<file path="src/rtl/mem_copier.sv">
`default_nettype none
// ============================================================================
// Module      : mem_copier
// Description : Word-by-word block copier. Each word is read from
//               src+i, held for RD_LAT cycles until the memory returns it,
//               then written to dst+i, accumulating a 32-bit checksum of
//               the copied words.
// Revision    : 1.0 - initial release
// ============================================================================
module mem_copier #(
    parameter int RD_LAT = 1
) (
    input  logic        clk,
    input  logic        rst,
    input  logic        start,
    input  logic [7:0]  src_addr,
    input  logic [7:0]  dst_addr,
    input  logic [8:0]  len,
    output logic        busy,
    output logic        done,
    output logic [31:0] checksum,
    output logic [7:0]  mem_address,
    output logic        mem_mode,
    output logic [31:0] mem_data_in,
    input  logic [31:0] mem_data_out
);

    localparam logic [2:0] c_IDLE = 3'd0;
    localparam logic [2:0] c_RD   = 3'd1;
    localparam logic [2:0] c_WAIT = 3'd2;
    localparam logic [2:0] c_WR   = 3'd3;
    localparam logic [2:0] c_DONE = 3'd4;

    // Count value reached on the final WAIT cycle
    localparam logic [2:0] c_WAIT_LAST = 3'(RD_LAT - 1);

    logic [2:0]  r_state;
    logic [7:0]  r_src;
    logic [7:0]  r_dst;
    logic [8:0]  r_len;
    logic [8:0]  r_idx;
    logic [2:0]  r_wcnt;
    logic [31:0] r_hold;
    logic [31:0] r_sum;
    logic        w_wr_active;

    // Copy sequencer: parameter capture, read wait, data capture and index advance
    always_ff @(posedge clk) begin
        if (rst) begin
            r_state <= c_IDLE;
            r_src   <= 8'd0;
            r_dst   <= 8'd0;
            r_len   <= 9'd0;
            r_idx   <= 9'd0;
            r_wcnt  <= 3'd0;
            r_hold  <= 32'd0;
            r_sum   <= 32'd0;
        end else begin
            case (r_state)
                c_IDLE: begin
                    if (start) begin
                        r_src   <= src_addr;
                        r_dst   <= dst_addr;
                        r_len   <= len;
                        r_idx   <= 9'd0;
                        r_sum   <= 32'd0;
                        r_state <= (len == 9'd0) ? c_DONE : c_RD;
                    end
                end
                c_RD: begin
                    r_wcnt  <= 3'd0;
                    r_state <= c_WAIT;
                end
                c_WAIT: begin
                    if (r_wcnt == c_WAIT_LAST) begin
                        r_hold  <= mem_data_out;
                        r_sum   <= r_sum + mem_data_out;
                        r_state <= c_WR;
                    end else begin
                        r_wcnt <= r_wcnt + 3'd1;
                    end
                end
                c_WR: begin
                    r_idx   <= r_idx + 9'd1;
                    r_state <= ((r_idx + 9'd1) == r_len) ? c_DONE : c_RD;
                end
                c_DONE: begin
                    r_state <= c_IDLE;
                end
                default: begin
                    r_state <= c_IDLE;
                end
            endcase
        end
    end

    // A write is suppressed while rst is high so the reset edge never stores data
    assign w_wr_active = (r_state == c_WR) && !rst;

    // Memory address: source during the read phase, destination during the write
    always_comb begin
        mem_address = 8'd0;
        case (r_state)
            c_RD, c_WAIT: mem_address = r_src + r_idx[7:0];
            c_WR:         mem_address = r_dst + r_idx[7:0];
            default:      mem_address = 8'd0;
        endcase
    end

    assign mem_mode    = ~w_wr_active;
    assign mem_data_in = r_hold;
    assign checksum    = r_sum;
    assign busy        = (r_state == c_RD) || (r_state == c_WAIT) || (r_state == c_WR);
    assign done        = (r_state == c_DONE);

endmodule
`default_nettype wire

</file>
<file path="config.mk">
export PLATFORM = sky130hd
export DESIGN_NAME = mem_copier
export DESIGN_NICKNAME = d
export VERILOG_FILES = /design/src/rtl/mem_copier.sv
export SDC_FILE = /design/constraint.sdc
export NUM_CORES = 1
export LEC_CHECK = 0
export CORE_ASPECT_RATIO = 0.5
export CORE_MARGIN = 2
export CORE_UTILIZATION = 64
export CTS_CLUSTER_DIAMETER = 30
export DETAILED_ROUTE_END_ITERATION = 16
export DONT_BUFFER_PORTS = 1
export PLACE_DENSITY = 0.8
export SYNTH_ARGS = -nofsm -noshare
export SYNTH_HDL_FRONTEND = slang
export SYNTH_SLANG_ARGS = --single-unit
</file>
<file path="constraint.sdc">
create_clock -name clk -period 4.05 [get_ports clk]
set_clock_uncertainty 0.2 [all_clocks]
set_input_delay 0.405 -clock clk [delete_from_list [all_inputs] [get_ports clk]]
set_output_delay 0.405 -clock clk [all_outputs]
set_load 0.005 [all_outputs]
</file>
# Word level (Yosys, flattened, before mapping)
# Cells that the tools add are included.
[op_classes]
add_sub_neg = 5
eq_ne = 8
n_mux = 13
n_bitwise = 1
n_reduce_logical = 17
[op_table]
columns = ["op", "n"]
rows = [
  ["two-way mux 32 bit", 2],
  ["one-hot mux 32 bit (2 select lines)", 1],
  ["adder 32 bit", 1],
  ["one-hot mux 9 bit (2 select lines)", 1],
  ["adder 8 bit", 2],
  ["one-hot mux 8 bit (2 select lines)", 1],
  ["two-way mux 3 bit", 5],
  ["one-hot mux 3 bit (4 select lines)", 1],
  ["AND reduction 2 bit", 5],
  ["adder 9 x 1 -> 9 bit (second input constant)", 1],
  ["equality test 9 bit", 1],
  ["logical NOT 9 bit", 1],
  ["two-way mux 9 bit", 1],
  ["equality test 3 x 2 -> 1 bit (second input constant)", 2],
  ["logical NOT 3 bit", 2],
  ["inequality test 2 bit (second input constant)", 3],
  ["one-hot mux 3 bit (2 select lines)", 1],
  ["nonzero test 2 bit", 3],
  ["adder 3 x 1 -> 3 bit (second input constant)", 1],
  ["equality test 3 x 1 -> 1 bit (second input constant)", 1],
  ["equality test 3 bit (second input constant)", 1],
  ["AND reduction 3 bit", 1],
  ["logical OR 1 bit", 2],
  ["OR reduction 2 bit", 1],
  ["other kinds (3)", 3],
]
[word_totals]
word_cells = 52
reg_bits = 104
inputBits = 60
output_inout_bits = 75

# Depth between registers and ports, before layout
[depth]
ltp_word = 4
ltp_mapped = 15
ltp_nobuf = 13

# Least setup slack after synthesis
# Ideal clock, no wire load.
[synth_path]
path_type = "reg2out"
start = "register r_state[2]"
end = "output mem_address[7]"
stages_incl_launch_ff = 14
arrival_time_ps = 2670
setup_slack_ps = 775
path_buffers = 2
cell_sequence = "dfxtp_1 clkbuf_1 nand3b_1 clkbuf_1 mux2_2 ha_1 a21o_1 a21oi_1 o21bai_1 a21oi_1 o21bai_1 a21oi_1 xnor2_1 nor2_1"
[synth_via]
elab_chain_cells = 3
elab_cells_between_ends = 5
cone_classes = "eq/ne: 3; mux: 1; reduce/logical: 1"
[synth_rtl]
columns = ["item", "line", "rtl"]
rows = [
  ["start: declaration", "37", "logic [2:0] r_state;"],
  ["start signal: assignment", "50", "r_state <= c_IDLE;"],
  ["start signal: assignment", "67", "r_state <= (len == 9'd0) ? c_DONE : c_RD;"],
  ["start signal: assignment", "72", "r_state <= c_WAIT;"],
  ["equality test 3 x 1 -> 1 bit / equality test 3 x 2 -> 1 bit (equally long branches)", "103", "case (r_state)"],
  ["OR reduction 2 bit", "103", ""],
  ["one-hot mux 8 bit (2 select lines) (*)", "103", ""],
  ["end: declaration", "22", "output logic [7:0] mem_address,"],
]
# Every way passes the cells marked *; elsewhere a longest branch is shown, timed or not.

# Worst setup path after layout
# Same ends and word-level chain as after synthesis.

==> impl_metrics.yaml <==
global_routing:
  grtUsageMet2_pct: 53.76
  grt_util_met1_pct: 32.93
  use_met3_pct: 9.373
  grt_max_degree: 87
  grt.busiest_layer: "met2"
  grtUsageTotal_pct: 29.25
  first_global_vias: 5167
  grt_overflow: 0
  grt_pass1_wl_um: 24010
  antenna_found_initial: 0
place:
  dp_cells: 828
  numPortBuffers: 0
  pre_cts_slack_ns: 0.7250
  place_area_sq_um: 5987
  hpwl_um: 10060
  gp_congestion: 0.9141
synth:
  synth.yosys.warnings: 0
  syn_inst: 744
  synth_async_sr_flop_share_pct: 0
  yosys_register_bits: 104
  synth-simple-area-share_pct: 20.58
  synth_xor_area_share_pct: 6.776
  synth_compound_area_share_pct: 22.69
  synthMuxAreaShare_pct: 1.662
  synthTopCellsByArea: "dfxtp_1 35%, a21oi_1 9.0%, nand2_1 8.8%"
  yosysTopAreaCell: "dfxtp_1"
  synth_top_family_by_area: "compound AO/OA/AOI/OAI gates"
  ys.flop_type: "dfxtp_1"
  synth_fa_ha_area_share_pct: 9.301
  syn_avg_cell_area_sq_um: 7.992
  synth_edf_count: 0
  yosysSeqAreaShare_pct: 35.02
  syn-cell-area_sq_um: 5946
  synth_nets: 847
  yosysUniqueCellTypes: 62
  synth_top_area_share_pct: 35.02
sta:
  setup_violations: 0
  hold_slack_ns: 0.008239
  slew_violations: 0
  fin_setup_tns_ns: 0
  slew_headroom_pct: 35.93
  period_minus_slack_ns: 3.758
  hold_viol_final: 0
  worst_slack_ns: 0.2924
  clock.fmax_mhz: 266.1
  rsz0062_at_grt: "false"
  worstMarginPinSlew_ns: 0.9588
  fin_crit_sh_pct: 92.78
pwr:
  p_int_mw: 2.097
  power_frac_seq_pct: 39.7
  powerDensity_nw_per_um2: 472.3
  pwr-share-clk_pct: 29.7
  power_switching_mw: 1.125
  power.leakage_nw: 2.752
  pwr-share-comb_pct: 30.6
  finalPower_mw: 3.222
  irDropWorstVdd_uv: 224.2
  switching_share_pct: 34.91
detailed_routing:
  drc_errors: 0
  wl_per_cell_um: 16.64
  drt-total-wl_um: 14860
  via_per_inst: 6.011
  drt_iter0_drc: 279
  vias: 5368
  antenna_left: 0
  dr.pass1.iters: 5
clocking:
  cts_buffer_depth: 2
  clk_latency_ns: 0.35
  htreeDepth: 3
  cts-buffers-inserted: 9
  clk_pin_slew_ns: 0.08
  cts_setup_buffers: 0
  cts_root_buf: "clkbuf_16"
  tritoncts: "built"
  cts.sinks: 104
final_layout:
  most-common-layout-cells: "140 x nand2_1, 107 x a21oi_1, 104 x dfxtp_1"
  finalNonFillerCells: 893
  syn2layout_area_growth_pct: 14.75
  finish.utilization_pct: 77.02
  finalNetCount: 874
  final_common_cell: "nand2_1"
  antenna_cells: 0
  drive_above_1_share_pct: 5.928
  fin_area_sq_um: 6823
worst_setup_path:
  cp_data_arrival_time_ns: 3.15
  cp.required_ns: 3.44
  critical_path_class: "reg2out"
  critPathLaunchType: "flip-flop"
  cp_max_fo: 22
  setup.worst_path.end_class: "primary output"
status:
  status: "finished clean"
floorplanning:
  fp.dieArea_sq_um: 10120
  fp.dieW_um: 140.3
  ioPinCount: 135
  die_h_um: 72.16
  coreArea_sq_um: 8859
  initial_utilization_pct: 67.12
  row_count: 24
run:
  maxCapViolations: 0
min_path:
  hp-class: "in2reg"
-- power groups by stage --
stage | clock network [mW] | logic (mW) | registers (mW)
2_1_floorplan | 0 | 0.768 | 1.26
3_3_place_gp | 0 | 0.885 | 1.30
3_5_place_dp | 0 | 0.911 | 1.30
4_1_cts | 0.967 | 0.973 | 1.28
5_1_grt | 1.01 | 1.10 | 1.29
6_report | 0.958 | 0.986 | 1.28
-- worst paths after layout --
check | startpoint | to | slack, ns | depth (start not counted)
hold / removal | src_addr[1] | r_src[1] | 0.008 | 2
setup reg to reg | checksum[0] | checksum[30] | 1.10 | 12
hold reg to reg | r_dst[5] | r_dst[5] | 0.26 | 2
setup / recovery | r_state[2] | mem_address[7] | 0.29 | 11
-- kinds of logic (layout without fill, tap and decap cells) --
family,count (synthesis),in the layout
buffers and inverters,59,91
and+or+nand+nor,274,274
muxes,9,9
xor gates and xnor gates,46,46
AOI/OAI and AO/OA,209,209
adders and majority gates,43,43
DFF,104,104
-- worst max-delay path, cell delays in order, from the launching register on --
cell	delay [ns]
dfxtp_1	0.45
nand3b_1	0.32
buf_4	0.31
mux2_2	0.36
ha_1	0.31
a21oi_1	0.24
o21bai_1	0.10
a21oi_1	0.23
o21bai_1	0.09
a21oi_1	0.18
xnor2_1	0.09
nor2_1	0.13
-- cell usage after synthesis (all sizes together) (3+ instances only) --
| cell | n |
|---|---|
| a211oi | 5 |
| a21o | 9 |
| a21oi | 107 |
| a22o | 14 |
| a22oi | 16 |
| a31oi | 3 |
| a41oi | 3 |
| and2 | 6 |
| and3 | 7 |
| buf | 6 |
| clkbuf | 34 |
| dfxtp | 104 |
| ha | 41 |
| inv | 19 |
| mux2 | 7 |
| nand2 | 140 |
| nand2b | 7 |
| nand3 | 14 |
| nand4 | 6 |
| nor2 | 57 |
| nor2b | 10 |
| nor3 | 8 |
| nor3b | 4 |
| nor4 | 4 |
| o211ai | 4 |
| o21ai | 24 |
| o21bai | 8 |
| or3 | 4 |
| xnor2 | 32 |
| xor2 | 14 |
-- routing by layer --
metal,vias up,wire [um]
met5,-,0
met4,0,337
met3,32,1202
met2,191,7244
met1,2493,6072
li1,2652,-
-- cell type report --
type	count	area, sq um
multi-input cells	581	3635
flip-flops and latches	104	2082
fillers	653	2036
repair buffers	56	560.5
clock buffers	9	225.2
well taps	117	146.4
clock inverters	7	102.6
inverters	19	71.32
-- state kept, by name, summed over array words and instances (netlist names) --
register / flops
r_dst: 8
mem_data_in: 32
r_idx: 9
r_wcnt: 3
r_len: 9
r_state: 3
r_src: 8
checksum: 32
-- timing repair --
item	in CTS	in global routing
hold endpoints to repair	86	1
hold buffers	48	1
resized for setup	0	0
Power figures use the tool's default switching activity.
